`src/rtl/salidas_pkg.sv`:
```
// salidas_pkg: store-mode codes, bus FSM states and store-mode decode
// shared by the buffered output-bus block.
package salidas_pkg;

  localparam logic [2:0] SEL_DIR_RY = 3'b011;
  localparam logic [2:0] SEL_RX_IDX = 3'b101;
  localparam logic [2:0] SEL_RX_RY  = 3'b110;

  typedef enum logic [1:0] {
    INACTIVO,
    ESCRIBE,
    LIBERA
  } estado_t;

  function automatic logic es_store(input logic [2:0] sel);
    return (sel == SEL_DIR_RY) ||
           (sel == SEL_RX_IDX) ||
           (sel == SEL_RX_RY);
  endfunction

endpackage

```
`src/rtl/salidas_fifo.sv`:
```
// salidas_fifo: synchronous FIFO of {DIR,DATO} pairs; push is
// refused while full and pop is ignored while empty.
module salidas_fifo #(
  parameter int W    = 16,
  parameter int PROF = 4
) (
  input  logic                   i_clk,
  input  logic                   i_rst_n,
  input  logic                   i_push,
  input  logic [W-1:0]           i_din,
  input  logic                   i_pop,
  output logic [W-1:0]           o_dout,
  output logic                   o_full,
  output logic                   o_empty,
  output logic [$clog2(PROF):0]  o_count
);

  localparam int AW = $clog2(PROF);

  logic [W-1:0]  r_mem [PROF];
  logic [AW-1:0] r_wr;
  logic [AW-1:0] r_rd;
  logic [AW:0]   r_cnt;
  logic          w_push;
  logic          w_pop;

  assign o_full  = (r_cnt == (AW+1)'(PROF));
  assign o_empty = (r_cnt == '0);
  assign w_push  = i_push & ~o_full;
  assign w_pop   = i_pop & ~o_empty;
  assign o_dout  = r_mem[r_rd];
  assign o_count = r_cnt;

  // PROF is a power of two, so pointers wrap by plain overflow
  always_ff @(posedge i_clk or negedge i_rst_n) begin
    if (!i_rst_n) begin
      r_wr  <= '0;
      r_rd  <= '0;
      r_cnt <= '0;
    end else begin
      if (w_push) r_wr <= r_wr + 1'b1;
      if (w_pop)  r_rd <= r_rd + 1'b1;
      unique case ({w_push, w_pop})
        2'b10:   r_cnt <= r_cnt + 1'b1;
        2'b01:   r_cnt <= r_cnt - 1'b1;
        default: ;
      endcase
    end
  end

  always_ff @(posedge i_clk) begin
    if (w_push) r_mem[r_wr] <= i_din;
  end

endmodule

```
`src/rtl/salidas_bus.sv`:
```
// salidas_bus: decodes store modes, queues {DIR,DATO} and drains them
// over an ESC/ACK write bus. Optional ACK timeout: SALIDAS_TIMEOUT_EN.
module salidas_bus
  import salidas_pkg::*;
#(
  parameter int ANCHO_DATO = 8,
  parameter int ANCHO_DIR  = 8,
  parameter int ANCHO_RY   = 3,
  parameter int PROF       = 4,
  parameter int TIMEOUT    = 15
) (
  input  logic                   CLK,
  input  logic                   RST_N,
  input  logic [2:0]             SELEC,
  input  logic [ANCHO_DATO-1:0]  RX_DATO,
  input  logic [ANCHO_RY-1:0]    RY,
  input  logic [ANCHO_DATO-1:0]  RY_DATO,
  input  logic                   VALIDO,
  output logic                   LISTO,
  output logic [ANCHO_DIR-1:0]   DIR_OUT,
  output logic [ANCHO_DATO-1:0]  DATO_OUT,
  output logic                   ESC,
  input  logic                   ACK,
  output logic [$clog2(PROF):0]  PENDIENTES,
  output logic                   ERROR
);

  localparam int FW = ANCHO_DIR + ANCHO_DATO;

  if (ANCHO_DIR > ANCHO_DATO || ANCHO_RY > ANCHO_DATO ||
      PROF < 2 || (PROF & (PROF - 1)) != 0 || TIMEOUT < 1)
  begin : g_param_check
    $error("salidas_bus: illegal parameter set");
  end

  estado_t               r_estado;
  estado_t               w_sig;
  logic [ANCHO_DIR-1:0]  r_dir;
  logic [ANCHO_DATO-1:0] r_dato;
  logic                  r_esc;
  logic [ANCHO_DIR-1:0]  w_dir;
  logic [ANCHO_DATO-1:0] w_dato;
  logic [FW-1:0]         w_cab;
  logic                  w_push;
  logic                  w_pop;
  logic                  w_cargar;
  logic                  w_lleno;
  logic                  w_vacio;
  logic                  w_expira;

  always_comb begin
    w_dir  = '0;
    w_dato = '0;
    unique case (1'b1)
      (SELEC == SEL_DIR_RY): w_dir = RY_DATO[ANCHO_DIR-1:0];
      (SELEC == SEL_RX_IDX): begin
        w_dir  = RX_DATO[ANCHO_DIR-1:0];
        w_dato = ANCHO_DATO'(RY);
      end
      (SELEC == SEL_RX_RY): begin
        w_dir  = RX_DATO[ANCHO_DIR-1:0];
        w_dato = RY_DATO;
      end
      default: ;
    endcase
  end

  assign LISTO  = ~w_lleno;
  assign w_push = VALIDO & LISTO & es_store(SELEC);

  salidas_fifo #(
    .W    (FW),
    .PROF (PROF)
  ) u_fifo (
    .i_clk   (CLK),
    .i_rst_n (RST_N),
    .i_push  (w_push),
    .i_din   ({w_dir, w_dato}),
    .i_pop   (w_pop),
    .o_dout  (w_cab),
    .o_full  (w_lleno),
    .o_empty (w_vacio),
    .o_count (PENDIENTES)
  );

  always_comb begin
    w_sig    = r_estado;
    w_pop    = 1'b0;
    w_cargar = 1'b0;
    unique case (r_estado)
      INACTIVO: if (!w_vacio) begin
        w_cargar = 1'b1;
        w_sig    = ESCRIBE;
      end
      ESCRIBE: if (ACK || w_expira) begin
        w_pop = 1'b1;
        w_sig = LIBERA;
      end
      LIBERA:  w_sig = INACTIVO;
      default: w_sig = INACTIVO;
    endcase
  end

  always_ff @(posedge CLK or negedge RST_N) begin
    if (!RST_N) begin
      r_estado <= INACTIVO;
      r_esc    <= 1'b0;
      r_dir    <= '0;
      r_dato   <= '0;
    end else begin
      r_estado <= w_sig;
      r_esc    <= (w_sig == ESCRIBE);
      if (w_cargar) begin
        r_dir  <= w_cab[FW-1:ANCHO_DATO];
        r_dato <= w_cab[ANCHO_DATO-1:0];
      end
    end
  end

  assign ESC      = r_esc;
  assign DIR_OUT  = r_dir;
  assign DATO_OUT = r_dato;

`ifdef SALIDAS_TIMEOUT_EN
  localparam int CW = $clog2(TIMEOUT + 1);

  logic [CW-1:0] r_cuenta;
  logic          r_error;
  logic          w_tout;

  // counts ESC-high cycles; expiry on the TIMEOUT-th edge, ACK has priority
  assign w_expira = (r_estado == ESCRIBE) &&
                    (r_cuenta == CW'(TIMEOUT - 1));
  assign w_tout   = w_expira & ~ACK;

  always_ff @(posedge CLK or negedge RST_N) begin
    if (!RST_N) begin
      r_cuenta <= '0;
      r_error  <= 1'b0;
    end else begin
      if (r_estado != ESCRIBE) r_cuenta <= '0;
      else if (!w_expira)      r_cuenta <= r_cuenta + 1'b1;
      if (w_tout) r_error <= 1'b1;
    end
  end

  assign ERROR = r_error;
`else
  assign w_expira = 1'b0;
  assign ERROR    = 1'b0;
`endif

endmodule

```
`config.mk`:
```
export PLATFORM = sky130hd
export DESIGN_NAME = salidas_bus
export DESIGN_NICKNAME = d
export VERILOG_FILES = /design/src/rtl/salidas_pkg.sv /design/src/rtl/salidas_fifo.sv /design/src/rtl/salidas_bus.sv
export SDC_FILE = /design/constraint.sdc
export NUM_CORES = 1
export LEC_CHECK = 0
export CAP_MARGIN = 15
export CORE_ASPECT_RATIO = 1.4
export CORE_MARGIN = 8
export CORE_UTILIZATION = 59
export DETAILED_ROUTE_END_ITERATION = 6
export GPL_ROUTABILITY_DRIVEN = 1
export PLACE_DENSITY = 0.81
export SLEW_MARGIN = 20
export SYNTH_ARGS = -nofsm -noshare
export SYNTH_HDL_FRONTEND = slang
export SYNTH_SLANG_ARGS = --single-unit
export TNS_END_PERCENT = 10
```
`constraint.sdc`:
```
create_clock -name CLK -period 4.3 [get_ports CLK]
set_clock_uncertainty 0.15 [all_clocks]
set_input_delay 0.86 -clock CLK [delete_from_list [all_inputs] [get_ports CLK]]
set_output_delay 0.86 -clock CLK [all_outputs]
set_load 0.005 [all_outputs]
```
==> results.json <==
{
  "holdPathEnd": "DIR_OUT[2]",
  "gr-usage-all-layers_pct": 15.3,
  "peakVddDrop_v": 0.000455,
  "cp-start-kind": "input port",
  "hold_violations": 0,
  "dp_slack_ps": 843,
  "die_h_um": 110,
  "worstHoldPathType": "flop to flop",
  "cp_slowest_cell": "clkdlybuf4s50_1",
  "grt_pass1_vias": 2100,
  "synth.top_cells.by_area": "edfxtp_1 52%, dfrtp_1 18%, mux4_2 9.7%, mux2_4 3.6%, mux2_2 2.4%",
  "vias_per_cell": 5.92,
  "layout.nets": 274,
  "area_growth_syn_to_layout_pct": 17.7,
  "yosysTopAreaCellShare_pct": 51.9,
  "ctsHoldBuffers": 0,
  "r2r-start": "u_fifo.o_count[0]",
  "drc": 0,
  "drive_above_1_share_pct": 20.2,
  "cts_tree": "done",
  "die_w_um": 83.0,
  "slew_viol_final": 0,
  "reg2reg_depth": 9,
  "cellPowerDensity_mw_per_mm2": 620,
  "drtIter0Drc": 194,
  "crit_type": "input port to flop",
  "worst_setup_path_end_kind": "flop",
  "die_area_mm2": 0.00911,
  "grt_antenna_before_repair": 0,
  "seq_area_mm2": 0.00257,
  "drtAntennaViolNets": 0,
  "post-cts-setup-buffers": 0,
  "multi_input_area_mm2": 0.00102,
  "fmax_mhz": 323,
  "vias": 1887,
  "hp-start": "DIR_OUT[2]",
  "seq_area_frac_synth_pct": 69.4,
  "ys_ff_latch": 90,
  "path_delay_family": "adder cells",
  "worstPathArrival_ps": 3230,
  "cts_resized": 0,
  "totalWireLength_um": 6500,
  "place_hpwl_um": 4550,
  "status": "finished clean",
  "syn_area_per_cell_um2": 19.1,
  "setup_viol": 0,
  "rsz0062_at_grt": "false",
  "fin_crit_ps": 3100,
  "layout_common_cells": "64 x edfxtp_1, 46 x clkdlybuf4s50_1, 25 x dfrtp_1",
  "num_antenna_cells": 0,
  "htreeDepth": 3,
  "initial_core_util_pct": 60.1,
  "first_pass_iters": 4,
  "grt_overflow_total": 0,
  "clock_latency_ps": 350,
  "routedWlPerCell_um": 20.4,
  "fill_cells": 382,
  "maxCapViolations": 0,
  "fin_ws_ps": 1200,
  "ios": 48,
  "hold_depth": 1,
  "clockBufferDepth": 2,
  "netlist_area_mm2": 0.00371,
  "worstPathRequired_ps": 4430,
  "relSlewSlack_pct": 39.3,
  "gp_congestion": 0.704,
  "grt_pass1_wl_um": 10600,
  "portBuffers": 46,
  "cts_inserted_buffers": 9,
  "max_stage_delay_ps": 590,
  "final_common_cell": "edfxtp_1",
  "clk_pin_slew_ps": 80,
  "power.leakage_nw": 1.61,
  "clock_sinks": 90,
  "path_buf_inv": 3,
  "rrSetupSlack_ps": 1900,
  "yosys.area.top_type": "edfxtp_1",
  "post-route-period-util_pct": 72.0,
  "crit_fanout": 12,
  "root_buffer": "clkbuf_8",
  "grt_max_degree": 27,
  "fin_tns_setup_ps": 0,
  "timing.rr.end": "u_fifo.o_count[2]",
  "synth_cells": 194,
  "placementRows": 34,
  "crit_chain": "clkdlybuf4s50_1, maj3_1, and4_1, inv_1, ha_1, inv_1, fa_1, xor2_1, nor2_1, xor2_1",
  "core_mm2": 0.00617,
  "syn_nets": 226,
  "tightestPinTransition_ps": 910,
  "synth_cell_types": 36,
  "yosys_warnings": 0
}
==> metrics by stage <==
step / cell area, um2 / utilization, % / total power, mW / std cells / hold WS [ps]
after floorplan: 3710 / - / 1.89 / 194 / 346
after CTS: 4360 / 70.7 / 2.74 / 319 / 362
after detailed placement: 4170 / 67.7 / 2.20 / 303 / 342
after global routing: 4360 / 70.7 / 2.85 / 319 / 381
after global placement: 4170 / 67.7 / 2.16 / 303 / 339
final: 4360 / 70.7 / 2.71 / 319 / 358
==> sequential cells by signal, indices dropped and copies added, names as in the netlist <==
name	flops
DATO_OUT	8
ESC	1
u_fifo.r_wr	2
r_estado	2
u_fifo.r_rd	2
u_fifo.o_count	3
DIR_OUT	8
u_fifo.r_mem	64
==> metal layers <==
metal	track usage (%)	up-vias	routed length, um	share of wire, %
li1	-	840	-	-
met2	26.7	81	3440	53
met4	7.81	0	150	2.3
met1	16.2	953	2500	38
met5	0	-	0	0
met3	5.04	13	412	6.3
==> cells by family (layout without fill, tap and decap cells) <==
logic type,after synthesis,count (layout),share of synthesized area [%]
other,1,1,0.101
xor gates and xnor gates,6,6,1.42
and+or+nand+nor,26,26,4.49
AOI/OAI and AO/OA,14,14,2.97
adders and majority gates,7,7,2.50
muxes,34,34,16.1
DFF,90,90,69.4
buffers and inverters,16,69,3.04
==> final cells by class <==
cell class | count | area share [%]
inverters | 6 | 0.516
well taps | 72 | 2.06
clock inverters | 4 | 1.20
multi-input cells | 88 | 23.4
flip-flops and latches | 90 | 59.0
clock buffers | 12 | 3.10
repair buffers | 47 | 10.7
==> worst max-delay path by stage <==
stage / start / endpoint / slack, ps / cells past startpoint
after floorplan: SELEC[0] / u_fifo.o_count[2] / 1570 / 10
after global placement: SELEC[2] / u_fifo.o_count[2] / 910 / 10
final: SELEC[2] / u_fifo.o_count[2] / 1200 / 10
after CTS: SELEC[2] / u_fifo.o_count[2] / 1210 / 10
after detailed placement: SELEC[2] / u_fifo.o_count[2] / 840 / 10
after global routing: SELEC[2] / u_fifo.o_count[2] / 1060 / 10
==> synthesized netlist by cell type (all sizes together) <==
| cell | count |
|---|---|
| and2 | 4 |
| nor2b | 5 |
| a22o | 8 |
| or3 | 1 |
| maj3 | 1 |
| fa | 1 |
| mux4 | 16 |
| xnor2 | 2 |
| and3b | 2 |
| xor2 | 4 |
| conb | 1 |
| mux2 | 17 |
| clkbuf | 2 |
| nor2 | 2 |
| mux2i | 1 |
| o21ai | 2 |
| and4 | 1 |
| and3 | 5 |
| edfxtp | 64 |
| buf | 8 |
| a22oi | 3 |
| nor3 | 1 |
| ha | 5 |
| o21a | 1 |
| nand3 | 1 |
| and2b | 1 |
| inv | 6 |
| nand2b | 1 |
| nand2 | 1 |
| dfrtp | 26 |
| or3b | 1 |
==> power by group <==
part / switching [mW] / total [mW] / leakage [nW] / internal (mW)
clock: 0.281 / 0.550 / 0.0828 / 0.269
combinational: 0.287 / 0.861 / 0.630 / 0.574
sequential: 0.169 / 1.29 / 0.895 / 1.13
Note: power is estimated with default switching activity, not from simulation.
